$ cat src/rtl/esc_lpdt_rx_pkg.sv
`default_nettype none
// ============================================================================
// Module      : esc_lpdt_rx_pkg
// Description : Shared definitions for the escape-mode LPDT receiver and
//               transmitter. It holds the LP line-state encodings ({p,n}),
//               the LPDT entry command, the error codes and the receiver
//               FSM state type.
// Revision    : 1.0 - initial release
// ============================================================================
package esc_lpdt_rx_pkg;

  // LP line states, encoded as {Dp, Dn}
  localparam logic [1:0] c_LP11 = 2'b11;
  localparam logic [1:0] c_LP10 = 2'b10;
  localparam logic [1:0] c_LP01 = 2'b01;
  localparam logic [1:0] c_LP00 = 2'b00;

  // Escape command that selects Low-Power Data Transmission
  localparam logic [7:0] c_LPDT_CMD = 8'hE1;

  // Error codes reported with lpdt_rx_err
  localparam logic [1:0] c_ERR_ENTRY   = 2'd0;  // bad entry sequence
  localparam logic [1:0] c_ERR_CMD     = 2'd1;  // command other than LPDT
  localparam logic [1:0] c_ERR_SEQ     = 2'd2;  // illegal state / partial byte
  localparam logic [1:0] c_ERR_TIMEOUT = 2'd3;  // line stuck too long

  typedef enum logic [3:0] {
    S_IDLE    = 4'd0,
    S_ENT_10  = 4'd1,
    S_ENT_00A = 4'd2,
    S_ENT_01  = 4'd3,
    S_ENT_00B = 4'd4,
    S_CMD     = 4'd5,
    S_DATA    = 4'd6,
    S_EXIT    = 4'd7,   // LP-10 seen in DATA: either a '1' bit or Mark-1
    S_DRAIN   = 4'd8
  } lpdt_state_e;

endpackage
`default_nettype wire

$ cat src/rtl/esc_lpdt_rx_lp_line_filter.sv
`default_nettype none
// ============================================================================
// Module      : lp_line_filter
// Description : Two-flop synchronizer followed by a deglitch filter for the
//               D0 LP line pair. A new raw state is accepted only after it
//               has been sampled GLITCH_CYC times in a row.
// Ports       : clk, rst_n    - clock, synchronous active-low reset
//               lp_p_i/lp_n_i - asynchronous LP receiver outputs
//               line_o        - accepted line state {p,n}
//               chg_o         - one-cycle pulse when line_o has just changed
// Revision    : 1.0 - initial release
// ============================================================================
module lp_line_filter #(
  parameter int GLITCH_CYC = 2
) (
  input  logic       clk,
  input  logic       rst_n,
  input  logic       lp_p_i,
  input  logic       lp_n_i,
  output logic [1:0] line_o,
  output logic       chg_o
);
  import esc_lpdt_rx_pkg::*;

  localparam int RUN_W = (GLITCH_CYC < 2) ? 1 : $clog2(GLITCH_CYC + 1);
  localparam logic [RUN_W-1:0] c_RUN_MAX = RUN_W'(GLITCH_CYC);

  logic [1:0]       sync1_q, sync2_q;
  logic [1:0]       prev_q;      // raw state of the previous cycle
  logic [RUN_W-1:0] run_q, run_d;
  logic [1:0]       line_q, line_d;
  logic             chg_q, chg_d;

  // run_d counts the current raw sample, saturating at GLITCH_CYC
  always_comb begin
    run_d  = RUN_W'(1);
    line_d = line_q;
    chg_d  = 1'b0;
    if (sync2_q == prev_q) begin
      run_d = (run_q == c_RUN_MAX) ? run_q : run_q + RUN_W'(1);
    end
    if ((run_d >= c_RUN_MAX) && (sync2_q != line_q)) begin
      line_d = sync2_q;
      chg_d  = 1'b1;
    end
  end

  always_ff @(posedge clk) begin
    if (!rst_n) begin
      sync1_q <= c_LP11;
      sync2_q <= c_LP11;
      prev_q  <= c_LP11;
      run_q   <= '0;
      line_q  <= c_LP11;
      chg_q   <= 1'b0;
    end else begin
      sync1_q <= {lp_p_i, lp_n_i};
      sync2_q <= sync1_q;
      prev_q  <= sync2_q;
      run_q   <= run_d;
      line_q  <= line_d;
      chg_q   <= chg_d;
    end
  end

  assign line_o = line_q;
  assign chg_o  = chg_q;

endmodule
`default_nettype wire

$ cat src/rtl/esc_lpdt_rx.sv
`default_nettype none
// ============================================================================
// Module      : esc_lpdt_rx
// Description : Escape-mode Low-Power Data Transmission receiver. Detects the
//               escape entry sequence, decodes the spaced-one-hot command
//               (must be LPDT), then delivers data bytes LSB-first until
//               Mark-1 plus Stop. Protocol violations and timeouts are
//               reported with an error pulse and code.
// Ports       : clk, rst_n          - clock, synchronous active-low reset
//               lp_d0_p, lp_d0_n    - asynchronous LP receiver outputs
//               lpdt_rx_vld/_data   - received byte strobe and value
//               lpdt_rx_sop         - first byte of the packet
//               lpdt_rx_done        - clean end of packet
//               lpdt_rx_err/_code   - error strobe and cause
//               lpdt_rx_busy        - escape sequence in progress
// Revision    : 1.0 - initial release
// ============================================================================
module esc_lpdt_rx #(
  parameter int GLITCH_CYC  = 2,
  parameter int TIMEOUT_CYC = 4096
) (
  input  logic       clk,
  input  logic       rst_n,
  input  logic       lp_d0_p,
  input  logic       lp_d0_n,
  output logic       lpdt_rx_vld,
  output logic [7:0] lpdt_rx_data,
  output logic       lpdt_rx_sop,
  output logic       lpdt_rx_done,
  output logic       lpdt_rx_err,
  output logic [1:0] lpdt_rx_err_code,
  output logic       lpdt_rx_busy
);
  import esc_lpdt_rx_pkg::*;

  localparam int TMO_W = (TIMEOUT_CYC < 2) ? 1 : $clog2(TIMEOUT_CYC);
  localparam logic [TMO_W-1:0] c_TMO_LAST = TMO_W'(TIMEOUT_CYC - 1);

  logic [1:0]  line;          // accepted line state
  logic        chg;           // accepted state changed this cycle
  logic [1:0]  line_prev_q;   // accepted state before the current one

  lpdt_state_e state_q, state_d;
  logic [7:0]  sh_q, sh_d;
  logic [2:0]  bitcnt_q, bitcnt_d;
  logic        sop_pend_q, sop_pend_d;
  logic [7:0]  data_q, data_d;
  logic        vld_q, vld_d;
  logic        sop_q, sop_d;
  logic        done_q, done_d;
  logic        err_q, err_d;
  logic [1:0]  err_code_q, err_code_d;
  logic [TMO_W-1:0] tmo_q, tmo_d;

  logic        w_bit;
  logic [7:0]  w_cmd_byte;
  logic [7:0]  w_data_byte;
  logic [1:0]  w_ent_next;

  lp_line_filter #(
    .GLITCH_CYC (GLITCH_CYC)
  ) u_filter (
    .clk    (clk),
    .rst_n  (rst_n),
    .lp_p_i (lp_d0_p),
    .lp_n_i (lp_d0_n),
    .line_o (line),
    .chg_o  (chg)
  );

  // A bit completes on LP-00; its value is given by the marker before it
  assign w_bit       = (line_prev_q == c_LP10);
  assign w_cmd_byte  = {sh_q[6:0], w_bit};   // command: MSB first
  assign w_data_byte = {w_bit, sh_q[7:1]};   // data: LSB first

  always_comb begin
    state_d    = state_q;
    sh_d       = sh_q;
    bitcnt_d   = bitcnt_q;
    sop_pend_d = sop_pend_q;
    data_d     = data_q;
    vld_d      = 1'b0;
    sop_d      = 1'b0;
    done_d     = 1'b0;
    err_d      = 1'b0;
    err_code_d = 2'd0;
    w_ent_next = c_LP00;

    case (state_q)
      S_IDLE: begin
        sh_d       = '0;
        bitcnt_d   = '0;
        sop_pend_d = 1'b0;
        if (chg && line == c_LP10 && line_prev_q == c_LP11) begin
          state_d = S_ENT_10;
        end
      end

      S_ENT_10, S_ENT_00A, S_ENT_01: begin
        w_ent_next = (state_q == S_ENT_00A) ? c_LP01 : c_LP00;
        if (chg) begin
          if (line == w_ent_next) begin
            case (state_q)
              S_ENT_10:  state_d = S_ENT_00A;
              S_ENT_00A: state_d = S_ENT_01;
              default:   state_d = S_ENT_00B;
            endcase
          end else begin
            err_d      = 1'b1;
            err_code_d = c_ERR_ENTRY;
            state_d    = (line == c_LP11) ? S_IDLE : S_DRAIN;
          end
        end
      end

      // ENT_00B moves straight on to CMD; a change arriving in that very
      // cycle is decoded exactly as CMD would decode it.
      S_ENT_00B, S_CMD: begin
        if (state_q == S_ENT_00B) begin
          state_d = S_CMD;
        end
        if (chg) begin
          if (line == c_LP00) begin
            sh_d     = w_cmd_byte;
            bitcnt_d = bitcnt_q + 3'd1;
            if (bitcnt_q == 3'd7) begin
              if (w_cmd_byte == c_LPDT_CMD) begin
                state_d    = S_DATA;
                sh_d       = '0;
                sop_pend_d = 1'b1;
              end else begin
                err_d      = 1'b1;
                err_code_d = c_ERR_CMD;
                state_d    = S_DRAIN;
              end
            end
          end else if (line == c_LP11) begin
            err_d      = 1'b1;
            err_code_d = c_ERR_SEQ;
            state_d    = S_IDLE;
          end else if (line_prev_q != c_LP00) begin
            // marker directly after a marker
            err_d      = 1'b1;
            err_code_d = c_ERR_SEQ;
            state_d    = S_DRAIN;
          end
        end
      end

      S_DATA, S_EXIT: begin
        if (chg) begin
          if (line == c_LP00) begin
            sh_d     = w_data_byte;
            bitcnt_d = bitcnt_q + 3'd1;
            state_d  = S_DATA;
            if (bitcnt_q == 3'd7) begin
              data_d     = w_data_byte;
              vld_d      = 1'b1;
              sop_d      = sop_pend_q;
              sop_pend_d = 1'b0;
            end
          end else if (line == c_LP11) begin
            // Stop: clean only after Mark-1 on a byte boundary
            state_d = S_IDLE;
            if (state_q == S_EXIT && bitcnt_q == 3'd0) begin
              done_d = 1'b1;
            end else begin
              err_d      = 1'b1;
              err_code_d = c_ERR_SEQ;
            end
          end else if (state_q == S_DATA && line_prev_q == c_LP00) begin
            if (line == c_LP10) begin
              state_d = S_EXIT;
            end
          end else begin
            err_d      = 1'b1;
            err_code_d = c_ERR_SEQ;
            state_d    = S_DRAIN;
          end
        end
      end

      S_DRAIN: begin
        if (line == c_LP11) begin
          state_d = S_IDLE;
        end
      end

      default: state_d = S_IDLE;
    endcase

    // Timeout watchdog; DRAIN is silent so it is not timed
    if (state_q == S_IDLE || state_q == S_DRAIN || chg) begin
      tmo_d = '0;
    end else if (tmo_q == c_TMO_LAST) begin
      tmo_d      = '0;
      err_d      = 1'b1;
      err_code_d = c_ERR_TIMEOUT;
      state_d    = S_DRAIN;
    end else begin
      tmo_d = tmo_q + TMO_W'(1);
    end
  end

  always_ff @(posedge clk) begin
    if (!rst_n) begin
      state_q     <= S_IDLE;
      line_prev_q <= c_LP11;
      sh_q        <= '0;
      bitcnt_q    <= '0;
      sop_pend_q  <= 1'b0;
      data_q      <= '0;
      vld_q       <= 1'b0;
      sop_q       <= 1'b0;
      done_q      <= 1'b0;
      err_q       <= 1'b0;
      err_code_q  <= '0;
      tmo_q       <= '0;
    end else begin
      state_q     <= state_d;
      line_prev_q <= line;
      sh_q        <= sh_d;
      bitcnt_q    <= bitcnt_d;
      sop_pend_q  <= sop_pend_d;
      data_q      <= data_d;
      vld_q       <= vld_d;
      sop_q       <= sop_d;
      done_q      <= done_d;
      err_q       <= err_d;
      err_code_q  <= err_code_d;
      tmo_q       <= tmo_d;
    end
  end

  assign lpdt_rx_vld      = vld_q;
  assign lpdt_rx_data     = data_q;
  assign lpdt_rx_sop      = sop_q;
  assign lpdt_rx_done     = done_q;
  assign lpdt_rx_err      = err_q;
  assign lpdt_rx_err_code = err_code_q;
  assign lpdt_rx_busy     = (state_q != S_IDLE);

endmodule
`default_nettype wire

$ cat config.mk
export PLATFORM = sky130hd
export DESIGN_NAME = esc_lpdt_rx
export DESIGN_NICKNAME = d
export VERILOG_FILES = /design/src/rtl/esc_lpdt_rx_pkg.sv /design/src/rtl/esc_lpdt_rx_lp_line_filter.sv /design/src/rtl/esc_lpdt_rx.sv
export SDC_FILE = /design/constraint.sdc
export NUM_CORES = 1
export LEC_CHECK = 0
export CAP_MARGIN = 15
export CORE_MARGIN = 8
export CORE_UTILIZATION = 45
export DETAILED_ROUTE_END_ITERATION = 7
export PLACE_DENSITY = 0.66
export SYNTH_ARGS = -nofsm -noshare
export SYNTH_HDL_FRONTEND = slang
export SYNTH_SLANG_ARGS = --single-unit
$ cat constraint.sdc
create_clock -name clk -period 1.7 [get_ports clk]
set_input_delay 0.34 -clock clk [delete_from_list [all_inputs] [get_ports clk]]
set_output_delay 0.34 -clock clk [all_outputs]
set_load 0.05 [all_outputs]
==> impl_metrics.toml, run 1 <==
[drt]
drt_iter0_drc = 167
antenna_left = 0
wl_per_cell_um = 14.36
firstDrtPassIters = 6
viasPerCell = 5.424
routed_wl_um = 5929
drc = 0
vias = 2240

[logic_synthesis]
postSynthRegisterBits = 55
synth_top_family_by_area = "simple AND/OR/NAND/NOR gates"
synth_xor_area_share_pct = 4.934
yosys.area_share.simple_pct = 25.19
synthAdderAreaFrac_pct = 2.350
syn-cell-area_um2 = 2663
ys_types = 62
ys_seq_area_share_pct = 41.35
ys.flop_type = "dfxtp_1"
synth_compound_area_share_pct = 15.23
post_synth.cell_area_avg_um2 = 8.935
synthCells = 298
synth_nets = 307
synth-async-reset-ratio_pct = 0
synth-edff-count = 0
synth.area.mux_share_pct = 5.733
yosys_warnings = 0

[global_routing]
grt_usage_pct = 13.98
grt_start_max_net_pins = 27
antenna_found_initial = 0
grt_pass1_vias = 2172
grt_pass1_wl_um = 10070
overflow = 0

[clock_tree]
cts_hold_buf = 0
clock-root-buffer = "clkbuf_8"
clkTransAtPathRegs_ps = 110
cts_buffers = 5
cts.sinks = 55
ctsHtreeMaxLevel = 2
clockBufferDepth = 2
cts_tree = "built"
clock_latency_ps = 320

[place]
dp_slack_ps = 50.47
io_buffer_count = 18
place_hpwl_um = 4222
place_congestion = 0.8780

[job]
cap_violations = 0

[power_and_ir_drop]
p_leak_nw = 1.308
ir_worst_vdd_uv = 304.1
p_per_area_nw_per_um2 = 678.5
power.total_mw = 2.197

[sta]
final.setup.worst_slack_ps = -32.36
fin_skew_ps = 8.153
finalHoldViolCount = 0
setup_viol = 1
max_freq_mhz = 577.2
final.min_clock_period_ps = 1732
worst_pin_slew_ps = 384.3
rsz0062_at_grt = "true"
period_share_pct = 101.9
drv_slew = 0
relSlewSlack_pct = 74.19

[floorplanning]
die_y_um = 92.92
start_util_pct = 45.78
rows = 28
die_w_um = 92.92
core_um2 = 5816
die_area_um2 = 8634
ios = 19

[worst_setup_path]
crit_buf_inv = 1
path_max_fanout = 5
slowest_delay_ps = 540
path_delay_family = "simple AND/OR/NAND/NOR gates"
start_kind = "flop"
crit_type = "flop to primary output"
cp.required_ps = 1360
crit_slowest_cell = "or4_4"
path_cells = "or4_4 > buf_8"
cp-end-kind = "primary output"
critPathArrivalTime_ps = 1390
reg2reg_from = "state_q[1]"
startpoint = "state_q[1]"

[final_layout]
drive_gt1_share_pct = 23.67
multi_input_area_um2 = 1489
nets = 346
area_growth_pct = 21.62
fillers = 551
antenna_cells = 0
ff_latch_area_um2 = 1109

[min_path]
min-delay-start = "u_filter.sync1_q[1]"
min_path_type = "flop to flop"

[status]
run_status = "complete, but fails checks"
violations = "negative setup slack"
## cell families (layout without fill, tap and decap cells)
| logic type | Yosys count | after routing |
|---|---|---|
| and+or+nand+nor | 125 | 125 |
| DFF | 55 | 55 |
| xor gates and xnor gates | 15 | 15 |
| buffers and inverters | 30 | 70 |
| adders and majority gates | 5 | 5 |
| muxes | 15 | 15 |
| AOI/OAI and AO/OA | 53 | 53 |
## path summary, 6_finish.rpt
check / endpoint / slack, ps / cells after the start
hold reg to reg: u_filter.sync2_q[1] / 420 / 1
hold / removal: u_filter.sync2_q[1] / 420 / 1
setup / recovery: lpdt_rx_busy / -30 / 2
setup reg to reg: bitcnt_q[1] / 40 / 5
## repair_timing
item / 4_1_cts / 5_1_grt
resized for setup: 6 / 13
pin swaps: 1 / 3
setup buffers: 2 / 1
setup endpoints to repair: 1 / 24
## per-stage QoR
stage | util (%) | instances | instance area, µm² | hold WS (ps) | setup TNS [ps]
2_1_floorplan | - | 298 | 2675 | 386.3 | 0
6_report | 55.68 | 413 | 3238 | 417.5 | -32.36
5_1_grt | 55.68 | 413 | 3238 | 430.6 | -77.14
3_3_place_gp | 52.26 | 402 | 3039 | 388.8 | 0
4_1_cts | 54.39 | 412 | 3163 | 417.5 | -38.03
3_5_place_dp | 52.26 | 402 | 3039 | 391.7 | 0
## final cells by class
type,count,area share [%]
repair buffers,50,12.56
clock inverters,3,0.8114
multi-input cells,213,45.98
well taps,75,2.898
clock buffers,5,2.125
inverters,12,1.391
flip-flops and latches,55,34.23
## registers in the layout, indices dropped and copies added (netlist names), 3 cells and up
signal / flops
sh_q: 8
bitcnt_q: 3
state_q: 4
lpdt_rx_data: 8
tmo_q: 12
## Yosys cell counts (3+ instances only)
library cell | number | area, µm²
nor3_1 | 12 | 60.06
a221oi_1 | 8 | 70.07
nand3b_1 | 3 | 22.52
a31oi_1 | 5 | 31.28
ha_1 | 5 | 62.56
clkbuf_1 | 7 | 26.28
xor2_1 | 6 | 52.55
nor2b_1 | 6 | 37.54
o21ai_0 | 4 | 20.02
a21oi_1 | 9 | 45.04
a211oi_1 | 6 | 45.04
buf_2 | 4 | 20.02
nand4_1 | 3 | 18.77
dfxtp_1 | 55 | 1101
xnor2_1 | 9 | 78.83
nor3b_1 | 3 | 22.52
nand2_1 | 21 | 78.83
nand3_1 | 9 | 45.04
nand2b_1 | 10 | 62.56
inv_1 | 11 | 41.29
nor2_1 | 39 | 146.4
mux2i_1 | 13 | 130.1
## report_power, final
part,total (mW),internal [mW],switching (mW)
Clock,0.778,0.307,0.471
Combinational,0.109,0.0475,0.0613
Sequential,1.31,1.30,0.00845
Total,2.20,1.66,0.541
## per-layer routing
metal  track usage [%]  vias up  part of all wire, %
li1                  -     1140                    -
met1             17.58     1047                   48
met2             22.90       46                   46
met3             2.670        7                  4.7
met4             5.638        0                  1.2
met5                 0        -                    0
## worst reg2reg max path, stage by stage, from the launching register on
cell	delay, ps
dfxtp_2	360
or4_4	540
buf_4	190
o21ai_4	110
mux2_4	320
nor2_1	80
## cell usage in the layout, fill, tap and decap left out, types with 2 or more instances in the layout
cell type and instances:
a32oi_1 2, nand2b_1 10, xnor2_1 9, and3_1 2, nand4_1 3, a221oi_1 4
nor4_1 2, or3b_2 2, buf_4 44, clkdlybuf4s50_1 3, ha_1 5, nor3b_1 2
o21ai_0 4, a221oi_2 4, inv_1 11, nor2b_1 6, a21oi_1 9, a31oi_1 5
inv_6 3, nor3_1 12, nand3_1 9, a211oi_1 6, xor2_1 6, dfxtp_1 51
o211ai_1 2, dfxtp_2 3, clkbuf_8 5, nor2_1 39, a311oi_1 2, nand3b_1 3
mux2i_1 13, nand2_1 21
Note: power is estimated with default switching activity, not from simulation.
==> run 2: changes to the inputs <==
--- a/config.mk
+++ b/config.mk
@@ -6,9 +6,11 @@
 export NUM_CORES = 1
 export LEC_CHECK = 0
 export CAP_MARGIN = 15
-export CORE_MARGIN = 8
+export CORE_MARGIN = 4
 export CORE_UTILIZATION = 45
+export CTS_CLUSTER_DIAMETER = 120
 export DETAILED_ROUTE_END_ITERATION = 7
+export GPL_ROUTABILITY_DRIVEN = 0
 export PLACE_DENSITY = 0.66
 export SYNTH_ARGS = -nofsm -noshare
 export SYNTH_HDL_FRONTEND = slang
==> impl_metrics.toml, run 2 (synthesis results as in run 1) <==
[power_and_ir_drop]
p_per_area_nw_per_um2 = 688.5
p_leak_nw = 1.331
ir_worst_vdd_uv = 380.1
power.total_mw = 2.262

[global_routing]
grt_pass1_wl_um = 10420
antenna_found_initial = 0
grt_start_max_net_pins = 27
grt_pass1_vias = 2201
overflow = 0
grt_usage_pct = 17.57

[clock_tree]
clkTransAtPathRegs_ps = 90
clock_latency_ps = 310
cts_tree = "built"
clock-root-buffer = "clkbuf_8"
cts_hold_buf = 0
ctsHtreeMaxLevel = 2
clockBufferDepth = 2
cts_buffers = 5
cts.sinks = 55

[floorplanning]
ios = 19
die_w_um = 84.92
die_y_um = 84.92
start_util_pct = 47.48
die_area_um2 = 7211
core_um2 = 5608
rows = 27

[final_layout]
area_growth_pct = 23.40
drive_gt1_share_pct = 25.29
most-common-layout-cells = "52 x buf_4, 51 x dfxtp_1, 38 x nor2_1"
nets = 353
fillers = 519
stdcell_count = 416
final_cell_area_um2 = 3286
antenna_cells = 0
largest_reg_flops = 12
final_common_cell = "buf_4"
top_register = "tmo_q"
fin_util_pct = 58.59

[sta]
fin_skew_ps = 3.419
finalHoldViolCount = 0
worst_pin_slew_ps = 372.5
setup_viol = 1
final.setup.worst_slack_ps = -39.94
whs_ps = 412.6
rsz0062_at_grt = "true"
period_share_pct = 102.3
max_freq_mhz = 574.7
tns_ps = -39.94
relSlewSlack_pct = 74.97
final.min_clock_period_ps = 1740
drv_slew = 0

[drt]
antenna_left = 0
firstDrtPassIters = 4
routed_wl_um = 5944
viasPerCell = 5.529
drt_iter0_drc = 217
drc = 0
vias = 2300
wl_per_cell_um = 14.29

[place]
io_buffer_count = 18
dp_slack_ps = -89.71
place_hpwl_um = 4160
dp.cells = 407
placed_area_um2 = 3083

[min_path]
holdPathEnd = "u_filter.sync2_q[0]"
min_path_type = "flop to flop"
min-delay-start = "u_filter.sync1_q[0]"
hold_depth = 1

[worst_setup_path]
startpoint = "state_q[0]"
critPathArrivalTime_ps = 1400
r2r_slack_ps = 20
crit_buf_inv = 1
cp-end-kind = "primary output"
path_cells = "or4_4 > buf_8"
crit_slowest_cell = "or4_4"
start_kind = "flop"
reg2reg_depth = 5
crit_type = "flop to primary output"
reg2reg_from = "state_q[0]"
path_delay_family = "simple AND/OR/NAND/NOR gates"
regToRegEndpoint = "state_q[2]"
path_max_fanout = 2
cp.required_ps = 1360
slowest_delay_ps = 570

[job]
cap_violations = 0

[status]
run_status = "complete, but fails checks"
violations = "negative setup slack"
-- run 2: power breakdown --
| group | total [mW] | internal (mW) | switching [mW] |
|---|---|---|---|
| Clock | 0.841 | 0.432 | 0.408 |
| Combinational | 0.111 | 0.0489 | 0.0619 |
| Sequential | 1.31 | 1.30 | 0.00839 |
| Total | 2.26 | 1.78 | 0.479 |
-- run 2: area by class of cell --
class	instances	area [µm²]	area share, %
sequential	55	1106	33.66
tap	72	90.09	2.742
timing repair buffer	57	446.7	13.59
inverter	12	45.04	1.371
multi-input combinational	213	1495	45.51
clock inverter	1	30.03	0.9139
clock buffer	6	72.57	2.209
-- run 2: how the worst max path moves through the flow --
| stage | end | depth (start not counted) |
|---|---|---|
| after floorplan | bitcnt_q[1] | 6 |
| after global placement | tmo_q[8] | 5 |
| after detailed placement | tmo_q[4] | 5 |
| after CTS | lpdt_rx_busy | 2 |
| after global routing | lpdt_rx_busy | 2 |
| final | lpdt_rx_busy | 2 |
-- run 2: layer usage --
layer | GRT usage (%) | part of all wire, % | vias up
li1 | - | - | 1160
met1 | 23.36 | 47 | 1083
met2 | 28.47 | 46 | 50
met3 | 4.563 | 5.7 | 7
met4 | 4.460 | 1.3 | 0
met5 | 0 | 0 | -
-- run 2: worst register-to-register path: cells and delay by family, from the launching register on --
family / cells / cell delay [ps]
compound gates: 2 / 290
buf+inv: 1 / 150
flops: 1 / 340
simple gates: 2 / 820
-- run 2: what timing repair did --
action | 4_1_cts | 5_1_grt
setup endpoints to repair | 1 | 31
gates cloned | 0 | 0
buffers inserted | 2 | 0
hold endpoints to repair | 0 | 0
resized for setup | 5 | 15
pin swaps | 1 | 1
